`src/rtl/morse_pkg.sv`:
```
// Shared constants and state encoding for the Morse transmitter sequencer
// and the character memory it drives.
package morse_pkg;

  localparam int unsigned MAX_CHARS = 12;
  localparam int unsigned PATTERN_W = 27;
  localparam int unsigned ADDR_W    = 4;

  typedef enum logic [1:0] {
    IDLE  = 2'd0,
    START = 2'd1,
    TX    = 2'd2,
    DONE  = 2'd3
  } tx_state_t;

endpackage

```
`src/rtl/morse_unit_tick.sv`:
```
// Morse unit-time prescaler: while enabled, emits a registered one-cycle tick
// every UNIT_DIV cycles, the first one UNIT_DIV-1 cycles after enable.
module morse_unit_tick #(
  parameter int unsigned UNIT_DIV = 25_000_000
) (
  input  logic CLK,
  input  logic RST,
  input  logic clr,
  input  logic en,
  output logic tick
);

  localparam int unsigned CNT_W = (UNIT_DIV > 1) ? $clog2(UNIT_DIV) : 1;
  localparam logic [CNT_W-1:0] CNT_LAST = CNT_W'(UNIT_DIV - 1);
  localparam logic [CNT_W-1:0] CNT_PRE  = CNT_W'(UNIT_DIV - 2);

  logic [CNT_W-1:0] cnt;

  // tick is registered, so it is raised one count early to land on CNT_LAST
  always_ff @(posedge CLK) begin
    if (RST || clr) begin
      cnt  <= '0;
      tick <= 1'b0;
    end else if (en) begin
      cnt  <= (cnt == CNT_LAST) ? '0 : cnt + CNT_W'(1);
      tick <= (cnt == CNT_PRE);
    end else begin
      tick <= 1'b0;
    end
  end

endmodule

```
`src/rtl/morse_tx_ctrl.sv`:
```
// Morse transmitter sequencer: loads encoded characters into the character
// memory, then replays them one unit tick per pattern bit on a send request.
module morse_tx_ctrl #(
  parameter int unsigned MAX_CHARS = morse_pkg::MAX_CHARS,
  parameter int unsigned PATTERN_W = morse_pkg::PATTERN_W,
  parameter int unsigned UNIT_DIV  = 25_000_000
) (
  input  logic                         CLK,
  input  logic                         RST,
  input  logic                         char_valid,
  input  logic [PATTERN_W-1:0]         char_code,
  output logic                         char_ready,
  input  logic                         send,
  input  logic                         clear,
  output logic                         mem_we,
  output logic [morse_pkg::ADDR_W-1:0] mem_addr,
  output logic [PATTERN_W-1:0]         mem_data,
  output logic                         mem_start,
  output logic                         unit_tick,
  output logic                         busy,
  output logic                         done,
  output logic [morse_pkg::ADDR_W-1:0] char_count
);

  import morse_pkg::*;

  localparam int unsigned BIT_W = $clog2(PATTERN_W);
  localparam logic [BIT_W-1:0]  BIT_LAST = BIT_W'(PATTERN_W - 1);
  localparam logic [ADDR_W-1:0] CNT_MAX  = ADDR_W'(MAX_CHARS);

  tx_state_t        state;
  logic [BIT_W-1:0] bit_cnt;
  logic             accept;

  assign char_ready = !RST && (state == IDLE) && (char_count < CNT_MAX) && !send && !clear;
  assign accept     = char_valid && char_ready;

  // Prescaler runs only in TX; any other state or an abort holds it cleared
  morse_unit_tick #(
    .UNIT_DIV (UNIT_DIV)
  ) u_unit_tick (
    .CLK  (CLK),
    .RST  (RST),
    .clr  ((state != TX) || clear),
    .en   (state == TX),
    .tick (unit_tick)
  );

  always_ff @(posedge CLK) begin
    if (RST) begin
      state      <= IDLE;
      mem_we     <= 1'b0;
      mem_addr   <= '0;
      mem_data   <= '0;
      mem_start  <= 1'b0;
      busy       <= 1'b0;
      done       <= 1'b0;
      char_count <= '0;
      bit_cnt    <= '0;
    end else begin
      mem_we    <= 1'b0;
      mem_start <= 1'b0;
      done      <= 1'b0;
      case (state)
        IDLE: begin
          if (clear) begin
            char_count <= '0;
          end else if (send && (char_count != '0)) begin
            state     <= START;
            mem_start <= 1'b1;
            mem_addr  <= '0;
            busy      <= 1'b1;
            bit_cnt   <= '0;
          end else if (accept) begin
            mem_we     <= 1'b1;
            mem_addr   <= char_count;
            mem_data   <= char_code;
            char_count <= char_count + ADDR_W'(1);
          end
        end
        START: begin
          bit_cnt <= '0;
          if (clear) begin
            state <= IDLE;
            busy  <= 1'b0;
          end else begin
            state <= TX;
          end
        end
        TX: begin
          // Abort keeps char_count so the same message can be resent
          if (clear) begin
            state <= IDLE;
            busy  <= 1'b0;
          end else if (unit_tick) begin
            if (bit_cnt == BIT_LAST) begin
              bit_cnt <= '0;
              if (mem_addr == char_count - ADDR_W'(1)) begin
                state <= DONE;
                busy  <= 1'b0;
                done  <= 1'b1;
              end else begin
                mem_addr <= mem_addr + ADDR_W'(1);
              end
            end else begin
              bit_cnt <= bit_cnt + BIT_W'(1);
            end
          end
        end
        DONE: begin
          state      <= IDLE;
          char_count <= '0;
          mem_addr   <= '0;
        end
        default: begin
          state <= IDLE;
          busy  <= 1'b0;
        end
      endcase
    end
  end

endmodule

```
`config.mk`:
```
export PLATFORM = sky130hd
export DESIGN_NAME = morse_tx_ctrl
export DESIGN_NICKNAME = d
export VERILOG_FILES = /design/src/rtl/morse_pkg.sv /design/src/rtl/morse_unit_tick.sv /design/src/rtl/morse_tx_ctrl.sv
export SDC_FILE = /design/constraint.sdc
export NUM_CORES = 1
export LEC_CHECK = 0
export ABC_AREA = 1
export CORE_MARGIN = 3
export CORE_UTILIZATION = 24
export CTS_CLUSTER_DIAMETER = 80
export DETAILED_ROUTE_END_ITERATION = 7
export PLACE_DENSITY = 0.45
export SLEW_MARGIN = 0
export SYNTH_ARGS = -nofsm -noshare
export SYNTH_HDL_FRONTEND = slang
export SYNTH_SLANG_ARGS = --single-unit
```
`constraint.sdc`:
```
create_clock -name CLK -period 2.18 [get_ports CLK]
set_input_delay 0.436 -clock CLK [delete_from_list [all_inputs] [get_ports CLK]]
set_output_delay 0.436 -clock CLK [all_outputs]
set_load 0.03 [all_outputs]
```
# --- Word level (Yosys, flattened, before mapping) ---
# Index checks and enable logic that the tools add are counted.
totals:
  word_cells: 108
  in_bits: 32
  register_bits: 72
  out_inout_bits: 41
classes:
  n_mux: 38
  n_eq_ne: 21
  bitwise_logic: 6
  reduce_logical: 26
  addsub: 5
  n_lt_le_gt_ge: 1
op_table:
  columns: ["operator", "n"]
  rows:
  - ["$eq A25 B25 Y1 const B", 2]
  - ["$mux W4", 10]
  - ["$add A25 B1 Y25 const B", 1]
  - ["$mux W25", 1]
  - ["$mux W5", 5]
  - ["$ne A3 B3 Y1 const B", 5]
  - ["$pmux W5 S3", 1]
  - ["$mux W2", 7]
  - ["$ne A2 B2 Y1 const B", 7]
  - ["$reduce_and A7 Y1", 2]
  - ["$pmux W4 S3", 1]
  - ["$mux W1", 10]
  - ["$reduce_and A5 Y1", 2]
  - ["$add A4 B1 Y4 const B", 2]
  - ["$pmux W2 S4", 1]
  - ["$pmux W4 S2", 1]
  - ["$logic_and A1 B1 Y1", 6]
  - ["$not A1 Y1", 6]
  - ["$reduce_bool A3 Y1", 2]
  - ["$add A5 B1 Y5 const B", 1]
  - ["$eq A5 B5 Y1 const B", 1]
  - ["$reduce_or A5 Y1", 1]
  - ["$eq A2 B2 Y1 const B", 2]
  - ["$eq A4 B4 Y1", 1]
  - ["16 further kinds", 19]

# --- Logic depth before layout (Yosys ltp) ---
depth:
  word_depth: 10
  mapped_depth: 13
  mapped_depth_nobuf: 13

# --- Modules after synthesis ---
# A second synthesis with hierarchy kept.
hier_totals:
  cells_unflattened: 529
  area_unflattened_um2: 3768.6
modules_own_cells:
  columns: ["mod", "cells_each", "area_each_um2", "seq_area_each_um2", "instances"]
  rows:
  - ["morse_tx_ctrl", 314, 2234.6, 920.9, 1]
  - ["morse_unit_tick", 215, 1534.0, 520.5, 1]

# --- Worst setup path after synthesis ---
# No wires, ideal clock.
synth_timing:
  path_type: "flip-flop to flip-flop"
  from: "register char_count[0] in the netlist's numbering"
  to: "register state[0]"
  stages_incl_launch_ff: 13
  setup_ns: 0.117
  arrival_ns: 1.829
  path_slack_ns: 0.235
  synth_period_minus_slack_ns: 1.945
  path_buffers: 0
  required_time_ns: 2.063
  cell_sequence: "dfxtp_1 > inv_1 > ha_1 > nand2_1 > inv_1 > nor2_1 > nand2_1 > nor2_1 > nand3_1 > nand2_1 > nand2_1 > nor3_1 > nor2_1"
synth_via:
  elab_chain_cells: 4
  elab_cells_between_ends: 7
  classes_between: "add/sub: 1; eq/ne: 3; reduce/logical: 3"
synth_rtl:
  columns: ["element", "line", "source"]
  rows:
  - ["from (decl)", "morse_tx_ctrl.sv:22", "output logic [morse_pkg::ADDR_W-1:0] char_count"]
  - ["from (signal assigned)", "morse_tx_ctrl.sv:78", "char_count <= char_count + ADDR_W'(1);"]
  - ["$sub A4 B1 Y4 / $reduce_bool A4 Y1 (equally long branches)", "morse_tx_ctrl.sv:98, morse_tx_ctrl.sv:68", null]
  - ["$eq A4 B4 Y1 / $logic_and A1 B1 Y1 (equally long branches)", "morse_tx_ctrl.sv:98, morse_tx_ctrl.sv:68", null]
  - ["$ne A3 B3 Y1 (no line) / $ne A2 B1 Y1 (equally long branches)", null, null]
  - ["$reduce_and A5 Y1 (no line) (*)", null, null]
  - ["to (signal assigned)", "morse_tx_ctrl.sv:93", "state <= IDLE;"]
  - ["to (signal assigned)", "morse_tx_ctrl.sv:99", "state <= DONE;"]
  - ["to (signal assigned)", "morse_tx_ctrl.sv:111", "state <= IDLE;"]
  - ["to (decl)", "morse_tx_ctrl.sv:31", "tx_state_t state;"]
# Every way passes the cells marked *; elsewhere a longest branch is shown, timed or not.
# A chain may end at the register's enable or synchronous reset.

# --- Worst setup path after layout ---
layout_timing:
  from: "register char_count[2] in the netlist's numbering"
  to: "output port char_count[2] in the netlist's numbering"
# No word-level cell between the ends.

==> impl_metrics.toml <==
[placement]
port_buffers = 72
dpl_worst_slack_ns = -0.01223
gp_congestion = 0.8005
place_inst = 812
place_hpwl_um = 7741

[global_routing]
grt_usage_pct = 12.66
grt_max_degree = 37
grt_pass1_vias = 3505
antenna_found_initial = 0
grt_pass1_wl_um = 17140
grt_overflow = 0

[critical_path]
critPathLaunchType = "flop"
r2r_start = "char_count[1]"
r2r_end = "state[0]"
cp.buffers_inverters = 1
cp.arrival_ns = 1.58
worstSetupPathType = "flop to primary output"
crit_end = "char_count[2]"
ff2ff_setup_slack_ns = 0.30
endpoint_kind = "primary output"
crit_family = "buffers and inverters"
reg2reg_depth = 12
cp_slowest_cell = "clkdlybuf4s50_1"
path_cells = "clkdlybuf4s50_1"
cp_max_fo = 9
crit_start = "char_count[2]"
cp.required_ns = 1.74
path_depth = 1
slowest_delay_ns = 0.74

[logic_synthesis]
synthDistinctLibCells = 35
ys_top_cells_by_area = "dfxtp_1 39%, nor2_1 12%, nand2_1 12%, inv_1 5.5%, o21ai_0 4.8%"
syn_avg_cell_area_um2 = 6.753
synth_top_area_cell = "dfxtp_1"
synth.top_cell.area_share_pct = 38.53
synth_flop_cell = "dfxtp_1"
yosysSeqAreaShare_pct = 38.53
yosys_warnings = 0
synthCells = 554
synthArstFlopShare_pct = 0
ys_ff_latch = 72
syn_nets = 598
syn_area_um2 = 3741
synth-edff-count = 0

[timing]
hold_viol = 0
post-route-min-period_ns = 2.016
max_freq_mhz = 496.0
maxSlewHeadroom_pct = 71.90
slew_viol_final = 0
period_share_pct = 92.49
tightestPinTransition_ns = 0.4183
final.setup.worst_slack_ns = 0.1637
setup_viol = 0
fin_hold_ws_ns = 0.4781
rsz0062_at_grt = "false"
clock_skew_ns = 0.007900

[floorplanning]
io_pins = 73
initial_core_util_pct = 24.61
fp.coreArea_um2 = 15200
die_w_um = 130.9
rows = 45
die_h_um = 130.9
dieArea_um2 = 17120

[cts]
clk_pin_slew_worst_paths_ns = 0.06
cts_root_buf = "clkbuf_16"
clk_latency_ns = 0.34
cts_buffers = 9
clockBufferDepth = 2
cts-htree-levels = 3
post-cts-setup-buffers = 0
cts_tree = "done"
clock-sinks = 72

[cells_and_area]
areaGrowthSynthToFinish_pct = 34.52
fin_cells = 828
layout.nets = 679
drive_above_1_share_pct = 8.594
n_antenna_cell = 0
multi_input_comb_area_um2 = 1997
regArea_um2 = 1441
nFillCells = 1661
fin_util_pct = 33.10

[worst_hold_path]
worstHoldPathType = "flop to flop"

[routing]
wire_per_inst_um = 12.44
ant_nets = 0
dr_total_vias = 3622
viasPerCell = 4.374
drc = 0
drtIter0Drc = 130
drtPass1Iterations = 4
drt-total-wl_um = 10300

[power]
p_leak_nw = 1.923
irDropWorstVdd_v = 0.0004087
fin_total_pwr_mw = 3.673
power_density_nw_per_um2 = 730.0

[run]
maxCapViolCount = 0

[status]
status = "finished clean"
## per-stage QoR
| stage | instance area (um2) | TNS (ns) |
|---|---|---|
| 2_1_floorplan | 3741 | 0 |
| 3_3_place_gp | 4708 | 0 |
| 3_5_place_dp | 4708 | -0.01319 |
| 4_1_cts | 5030 | 0 |
| 5_1_grt | 5032 | 0 |
| 6_report | 5032 | 0 |
## registers in the layout (all words and copies together) (netlist names)
signal and cells:
mem_data 27, u_unit_tick.cnt 25, bit_cnt 5, char_count 4
mem_addr 4, state 2, busy 1, done 1
mem_start 1, mem_we 1, u_unit_tick.tick 1
## cell families after synthesis
logic type | after synthesis | share of synthesized area (%)
compound gates | 67 | 9.164
xor+xnor | 8 | 1.873
fa+ha+maj | 12 | 4.013
buf+inv | 75 | 8.160
flops | 72 | 38.53
simple gates | 320 | 38.26
## cell usage in the layout (no fill, tap or decap), types with 2 or more instances in the layout
cell	n
nor2_2	2
nand3_2	2
nand3_1	32
buf_4	13
nor3_1	20
xnor2_1	3
nor3_4	2
o21ai_1	3
nor2_1	119
clkdlybuf4s50_1	71
nor4_1	2
nor3b_2	2
nand2_2	4
clkinv_2	3
ha_1	11
clkbuf_16	9
bufinv_16	2
xor2_1	5
inv_2	6
nor3b_1	2
nand3b_1	2
dfxtp_1	72
a21oi_1	25
nand2_1	116
nand4_1	8
inv_1	55
o21ai_0	36
nor2_4	3
## worst min path at each step
stage	from	endpoint	slack (ns)	cells past startpoint
2_1_floorplan	u_unit_tick.cnt[0]	u_unit_tick.cnt[0]	0.44	1
3_3_place_gp	mem_data[23]	mem_data[23]	0.46	2
3_5_place_dp	mem_data[7]	mem_data[7]	0.47	2
4_1_cts	mem_data[7]	mem_data[7]	0.48	2
5_1_grt	mem_data[26]	mem_data[26]	0.50	2
6_report	mem_data[7]	mem_data[7]	0.48	2
## power breakdown
part	leakage, nW	internal, mW	switching, mW
clock network	0.158	1.03	0.591
logic	1.18	0.266	0.367
registers	0.583	1.37	0.0502
## layer usage
metal	vias up	part of all wire (%)	global-route usage, %	routed length, um
met5	-	0	0	0
met4	0	1.3	4.174	136
met3	10	9.6	6.789	990
met2	83	43	19.63	4468
met1	1595	46	15.03	4708
li1	1934	-	-	-
## synth_stat cells (all sizes together), types with 5 or more instances
| library cell | instances |
|---|---|
| nor2 | 125 |
| clkbuf | 5 |
| nand4 | 8 |
| xor2 | 5 |
| ha | 12 |
| buf | 9 |
| nor3 | 23 |
| a21oi | 25 |
| nand3 | 34 |
| dfxtp | 72 |
| nand2 | 121 |
| inv | 61 |
| o21ai | 39 |
## area by class of cell
type,instances,area share [%]
Multi-Input combinational cell,407,39.68
Tap cell,188,4.674
Inverter,61,4.550
Sequential cell,72,28.64
Clock buffer,10,4.749
Timing Repair Buffer,84,16.06
Clock inverter,6,1.641
## repair_timing
action | in CTS | in global routing
hold buffers | 0 | 0
endpoints found under the setup margin | 0 | 1
resized for setup | 0 | 1
(Power assumes the default switching activity.)
